### config.mk
export PLATFORM = sky130hd
export DESIGN_NAME = mux_scan_ctrl
export DESIGN_NICKNAME = d
export VERILOG_FILES = /design/src/rtl/mux_scan_ctrl.sv
export SDC_FILE = /design/constraint.sdc
export NUM_CORES = 1
export LEC_CHECK = 0
export BUFFER_PORTS_ARGS = -buffer_cell sky130_fd_sc_hd__buf_2
export CAP_MARGIN = 5
export CORE_AREA = 2 2 44 46
export CTS_CLUSTER_DIAMETER = 150
export CTS_CLUSTER_SIZE = 24
export DETAILED_ROUTE_END_ITERATION = 6
export DIE_AREA = 0 0 46 48
export GPL_TIMING_DRIVEN = 0
export PLACE_DENSITY = 0.68
export SLEW_MARGIN = 20
export SYNTH_ARGS = -nofsm -noshare
export SYNTH_HDL_FRONTEND = slang
export SYNTH_SLANG_ARGS = --single-unit
### constraint.sdc
create_clock -name clk -period 1.55 [get_ports clk]
set_input_delay 0.3875 -clock clk [delete_from_list [all_inputs] [get_ports clk]]
set_output_delay 0.3875 -clock clk [all_outputs]
set_load 0.02 [all_outputs]
### src/rtl/mux_scan_ctrl.sv
// rtl/mux_scan_ctrl.sv - scans a 4:1 mux one channel at a time and presents the captured 4-bit word with a valid/ready handshake.
module mux_scan_ctrl #(
    parameter int SETTLE_CYC = 1,
    parameter bit CONT       = 1'b0
) (
    input  logic       clk,
    input  logic       rst,
    input  logic       start,
    input  logic       y_in,
    output logic       s0,
    output logic       s1,
    output logic [3:0] data_out,
    output logic       valid,
    input  logic       ready,
    output logic       busy
);

    if (SETTLE_CYC < 1 || SETTLE_CYC > 15) begin : g_bad_settle
        $error("mux_scan_ctrl: SETTLE_CYC must be in 1..15");
    end

    localparam logic [3:0] LOAD = 4'(SETTLE_CYC);

    typedef enum logic [1:0] {IDLE, SETTLE, SAMPLE, OUT} state_t;

    state_t     state, state_nx;
    logic [1:0] ch, ch_nx;
    logic [3:0] cnt, cnt_nx;
    logic [2:0] sh, sh_nx;
    logic [3:0] dout_nx;

    always_ff @(posedge clk) begin
        if (rst) begin
            state    <= IDLE;
            ch       <= 2'd0;
            cnt      <= 4'd0;
            sh       <= 3'd0;
            data_out <= 4'd0;
        end else begin
            state    <= state_nx;
            ch       <= ch_nx;
            cnt      <= cnt_nx;
            sh       <= sh_nx;
            data_out <= dout_nx;
        end
    end

    always_comb begin
        state_nx = state;
        ch_nx    = ch;
        cnt_nx   = cnt;
        sh_nx    = sh;
        dout_nx  = data_out;
        case (state)
            IDLE: begin
                if (start) begin
                    state_nx = SETTLE;
                    ch_nx    = 2'd0;
                    cnt_nx   = LOAD;
                end
            end
            SETTLE: begin
                cnt_nx = cnt - 4'd1;
                if (cnt == 4'd1) state_nx = SAMPLE;
            end
            SAMPLE: begin
                if (ch != 2'd3) begin
                    for (int i = 0; i < 3; i++)
                        if (ch == 2'(i)) sh_nx[i] = y_in;
                    ch_nx    = ch + 2'd1;
                    cnt_nx   = LOAD;
                    state_nx = SETTLE;
                end else begin
                    // Last channel goes straight into the word; sh keeps only ch0..ch2.
                    dout_nx  = {y_in, sh};
                    ch_nx    = 2'd0;
                    state_nx = OUT;
                end
            end
            OUT: begin
                if (ready) begin
                    if (CONT) begin
                        state_nx = SETTLE;
                        ch_nx    = 2'd0;
                        cnt_nx   = LOAD;
                    end else begin
                        state_nx = IDLE;
                    end
                end
            end
            default: state_nx = IDLE;
        endcase
    end

    // ch is forced to 0 whenever the FSM is in IDLE or OUT, so the selects park at 00 there.
    assign s0    = ch[1];
    assign s1    = ch[0];
    assign valid = (state == OUT);
    assign busy  = (state != IDLE);

endmodule

=== Word-level counts from Yosys, hierarchy flattened ===
Index checks and enable logic that the tools add are counted.

* $add $sub $neg: 2
* Equal/unequal tests: 11
* Multiplexer cells: 11
* Bitwise operators: 1
* Reduce and logical (&&, ||, !) cells: 12

{| class="wikitable"
|+ Operators by type and width
! kind !! number
|-
| AND reduction 3 bit || 5
|-
| two-way mux 2 bit || 6
|-
| one-hot mux 4 bit (3 select lines) || 1
|-
| two-way mux 4 bit || 2
|-
| inequality test 2 bit, second input constant || 4
|-
| one-hot mux 2 bit (4 select lines) || 1
|-
| equality test 2 bit, second input constant || 3
|-
| equality test 2 x 1 -> 1 bit, second input constant || 2
|-
| equality test 4 x 1 -> 1 bit, second input constant || 1
|-
| zero test 2 bit || 2
|-
| one-hot mux 2 bit (2 select lines) || 1
|-
| AND reduction 2 bit || 2
|-
| nonzero test 2 bit || 2
|-
| subtractor 4 x 1 -> 4 bit, second input constant || 1
|-
| nonzero test 3 bit || 1
|-
| adder 2 x 1 -> 2 bit, second input constant || 1
|-
| inequality test 2 x 1 -> 1 bit, second input constant || 1
|-
| NOT 1 bit || 1
|}

* Register bits: 15
* Input port bits: 5
* Output and inout port bits: 8
* Logic and storage cells: 44

=== Longest topological paths before layout ===
* Depth in word-level cells: 3
* Gate-level depth with buffers: 5
* Depth with buffers taken out: 5

=== Worst setup path after synthesis ===
No wires, ideal clock.

* Kind: flip-flop to flip-flop
* From: register ch[1]
* To: register cnt[3]
* Library setup time: 0.086 ns
* Arrival time: 1.559 ns
* Required time: 1.464 ns
* Path slack: -0.095 ns
* Stages on the path, launching flop included: 5
* Path buffers: 0
* Clock period less this slack: 1.645 ns
* Cell sequence: dfxtp_1 > ha_1 > o21a_1 > or4_1 > a211oi_1

* Cells in the longest elaborated chain, start to end: 3

{| class="wikitable"
|+ Ends and longest elaborated chain
! element !! RTL line !! source
|-
| from (decl) || 27 || <nowiki>logic [1:0] ch, ch_nx;</nowiki>
|-
| from (signal assigned) || 41 || <nowiki>ch <= ch_nx;</nowiki>
|-
| inequality test 2 bit || 67 || <nowiki>if (ch != 2'd3) begin</nowiki>
|-
| inequality test 2 bit (no line) || -- ||
|-
| AND reduction 3 bit (no line) || -- ||
|-
| to (signal assigned) || 42 || <nowiki>cnt <= cnt_nx;</nowiki>
|-
| to (decl) || 28 || <nowiki>logic [3:0] cnt, cnt_nx;</nowiki>
|}

No other way between the ends.
A chain may end at the register's enable or synchronous reset.

=== Final worst setup path ===
* From: register ch[0]
* To: register cnt[3]

The elaborated chain is that of the path after synthesis.

==> impl_metrics.py <==
metrics = {
    "outcome": {
        "outcome": "finished, final reports clean",
    },
    "placed_design": {
        "portBuffers": 12,
        "gp_congestion": 0.785,
        "dpl.hpwl_mm": 1.16,
    },
    "power_and_ir_drop": {
        "ir_drop_v": 0.000555,
        "p_leak_nw": 0.437,
        "p_per_area_nw_per_um2": 849,
        "power_w": 0.000806,
    },
    "finish": {
        "drive_gt1_frac": 0.262,
        "final_nets": 119,
        "diodes": 0,
        "area_growth_pct": 23.0,
    },
    "synthesis": {
        "synthCells": 88,
        "syn_nets": 99,
        "synth-seq-cells": 15,
        "postSynthAreaPerCell_um2": 8.77,
        "syn-cell-area_um2": 772,
        "synth_edf_count": 0,
        "yosys.area.top_type_share": 0.389,
        "async_reset_ff_frac": 0,
        "synth_warnings": 0,
        "synthTopCellsByCount": "dfxtp_1, nor2_1, a21oi_1, mux2i_1",
        "yosysSeqAreaShare": 0.389,
        "ys.flop_type": "dfxtp_1",
        "yosysMostFrequentCell": "dfxtp_1",
        "synthTopCellsByArea": "dfxtp_1, ha_1, mux2i_1",
        "synth_top_area_cell": "dfxtp_1",
        "ys_types": 26,
    },
    "cts": {
        "cts_tree": "built",
        "cts_buffers": 3,
        "ctsHoldBuffers": 0,
        "clock_sinks": 15,
        "cts_buffer_depth": 2,
        "cts.clk_slew.worst_paths_ns": 0.09,
        "h-tree-depth": 1,
        "clock-root-buffer": "clkbuf_4",
        "worst_skew_pair.late_latency_ns": 0.28,
    },
    "timing": {
        "report.final.slew_viol_count": 0,
        "clock.fmax_ghz": 0.664,
        "finalCritPeriodShare": 0.971,
        "rsz0062_at_grt": "yes",
        "setup-violations-final": 0,
        "fin_tns_setup_ns": 0,
        "slew_headroom": 0.718,
        "worstMarginPinSlew_ns": 0.423,
        "final.min_clock_period_ns": 1.51,
        "hold_viol": 0,
        "skew_ns": 0.00203,
    },
    "hold_path": {
        "hold_depth": 2,
        "hold_path.class": "primary input to register",
        "hold_start": "rst",
        "min_to": "state[0]",
    },
    "detailed_routing": {
        "vias": 686,
        "via_per_inst": 5.53,
        "drtPass1Iterations": 4,
        "wl_per_cell_um": 13.4,
        "drc": 0,
        "drt_wl_total_mm": 1.66,
        "antenna_left": 0,
        "drt_iter0_markers": 10,
    },
    "critical_path": {
        "worstPathRequired_ns": 1.76,
        "worstPathArrival_ns": 1.72,
        "r2r_start": "ch[0]",
        "cp_max_fo": 6,
        "r2r-end": "cnt[3]",
        "cp-start-kind": "register",
        "r2r_slack_ns": 0.04,
        "ff2ff_path_depth": 4,
        "worst_setup_path_end_kind": "register",
        "worstSetupPathType": "register to register",
    },
    "floorplanning": {
        "start_util": 0.457,
        "fp.dieW_um": 46,
        "die-area_um2": 2210,
        "num_rows": 15,
        "core_area_um2": 1690,
        "die-height_um": 48,
        "ioPinCount": 13,
    },
    "grt": {
        "grt_use_total": 0.187,
        "overflow": 0,
        "antenna_found_initial": 0,
        "grt_max_degree": 11,
        "grt_pass1_wl_mm": 2.89,
        "grt_pass1_vias": 657,
    },
    "job": {
        "maxCapViolations": 0,
    },
}
state kept, by name, indices dropped and copies added (netlist names):
signal,flops
cnt,4
state,2
data_out,4
ch,2
sh,3
area by class of cell:
cell class	count	area, um2
Tap cell	17	21.3
Sequential cell	15	312
Clock buffer	4	26.3
Fill cell	159	739
Multi-Input combinational cell	62	443
Inverter	6	22.5
Buffer	4	32.5
Timing Repair Buffer	16	92.6
placed cells by master (no fill, tap or decap), drive strengths merged, types with 4 or more instances in the layout:
cell type and n:
inv 6, a21oi 7, nor2 12, ha 6
dfxtp 15, buf 17, nand2 4, nand3b 4
mux2i 7, clkbuf 7
metrics by stage:
stage / worst slack, ns / utilization / cells / instance area [um2] / hold slack [ns]
floorplan: 0.00584 / - / 88 / 779 / 0.455
global placement: -0.154 / 0.510 / 117 / 861 / 0.472
detailed placement: -0.206 / 0.510 / 117 / 861 / 0.480
CTS: 0.0299 / 0.561 / 124 / 947 / 0.336
global route: -0.00956 / 0.562 / 124 / 950 / 0.344
finish: 0.0446 / 0.562 / 124 / 950 / 0.357
power by group:
part           total (W)  internal (W)  switching [W]
Clock           0.000225      0.000100       0.000125
Combinational   0.000164     0.0000703      0.0000939
Sequential      0.000417      0.000401      0.0000157
timing repair:
item | CTS | global route
pin swaps | 2 | 0
gates resized for setup | 9 | 2
setup endpoints to repair | 3 | 3
buffers inserted | 4 | 0
layer usage:
| metal | track usage | routed length [um] | vias up |
|---|---|---|---|
| li1 | - | - | 346 |
| met1 | 0.226 | 772 | 320 |
| met2 | 0.303 | 778 | 16 |
| met3 | 0.0717 | 82 | 4 |
| met4 | 0.0686 | 27 | 0 |
| met5 | 0 | 0 | - |
how the worst max path moves through the flow:
stage	slack, ns	depth (start not counted)	start	endpoint
2_1_floorplan	0.006	4	ch[1]	cnt[3]
3_3_place_gp	-0.15	5	state[1]	valid
3_5_place_dp	-0.21	5	state[1]	valid
4_1_cts	0.03	4	state[1]	valid
5_1_grt	-0.01	4	ch[0]	cnt[3]
6_report	0.04	4	ch[0]	cnt[3]
cell families after synthesis:
family / after synthesis / synth area share
AO/OA/AOI/OAI: 18 / 0.152
adder cells (fa/ha/maj): 6 / 0.0972
buffers and inverters: 11 / 0.0632
flip-flops: 15 / 0.389
multiplexers: 7 / 0.0908
AND/OR/NAND/NOR: 31 / 0.207
worst max-delay path, cell delays in order (launching register included):
cell and delay (ns):
dfxtp_4 0.36, ha_4 0.17, o21a_1 0.20, or4_1 0.52
a211oi_2 0.18
Note: power is estimated with default switching activity, not from simulation.
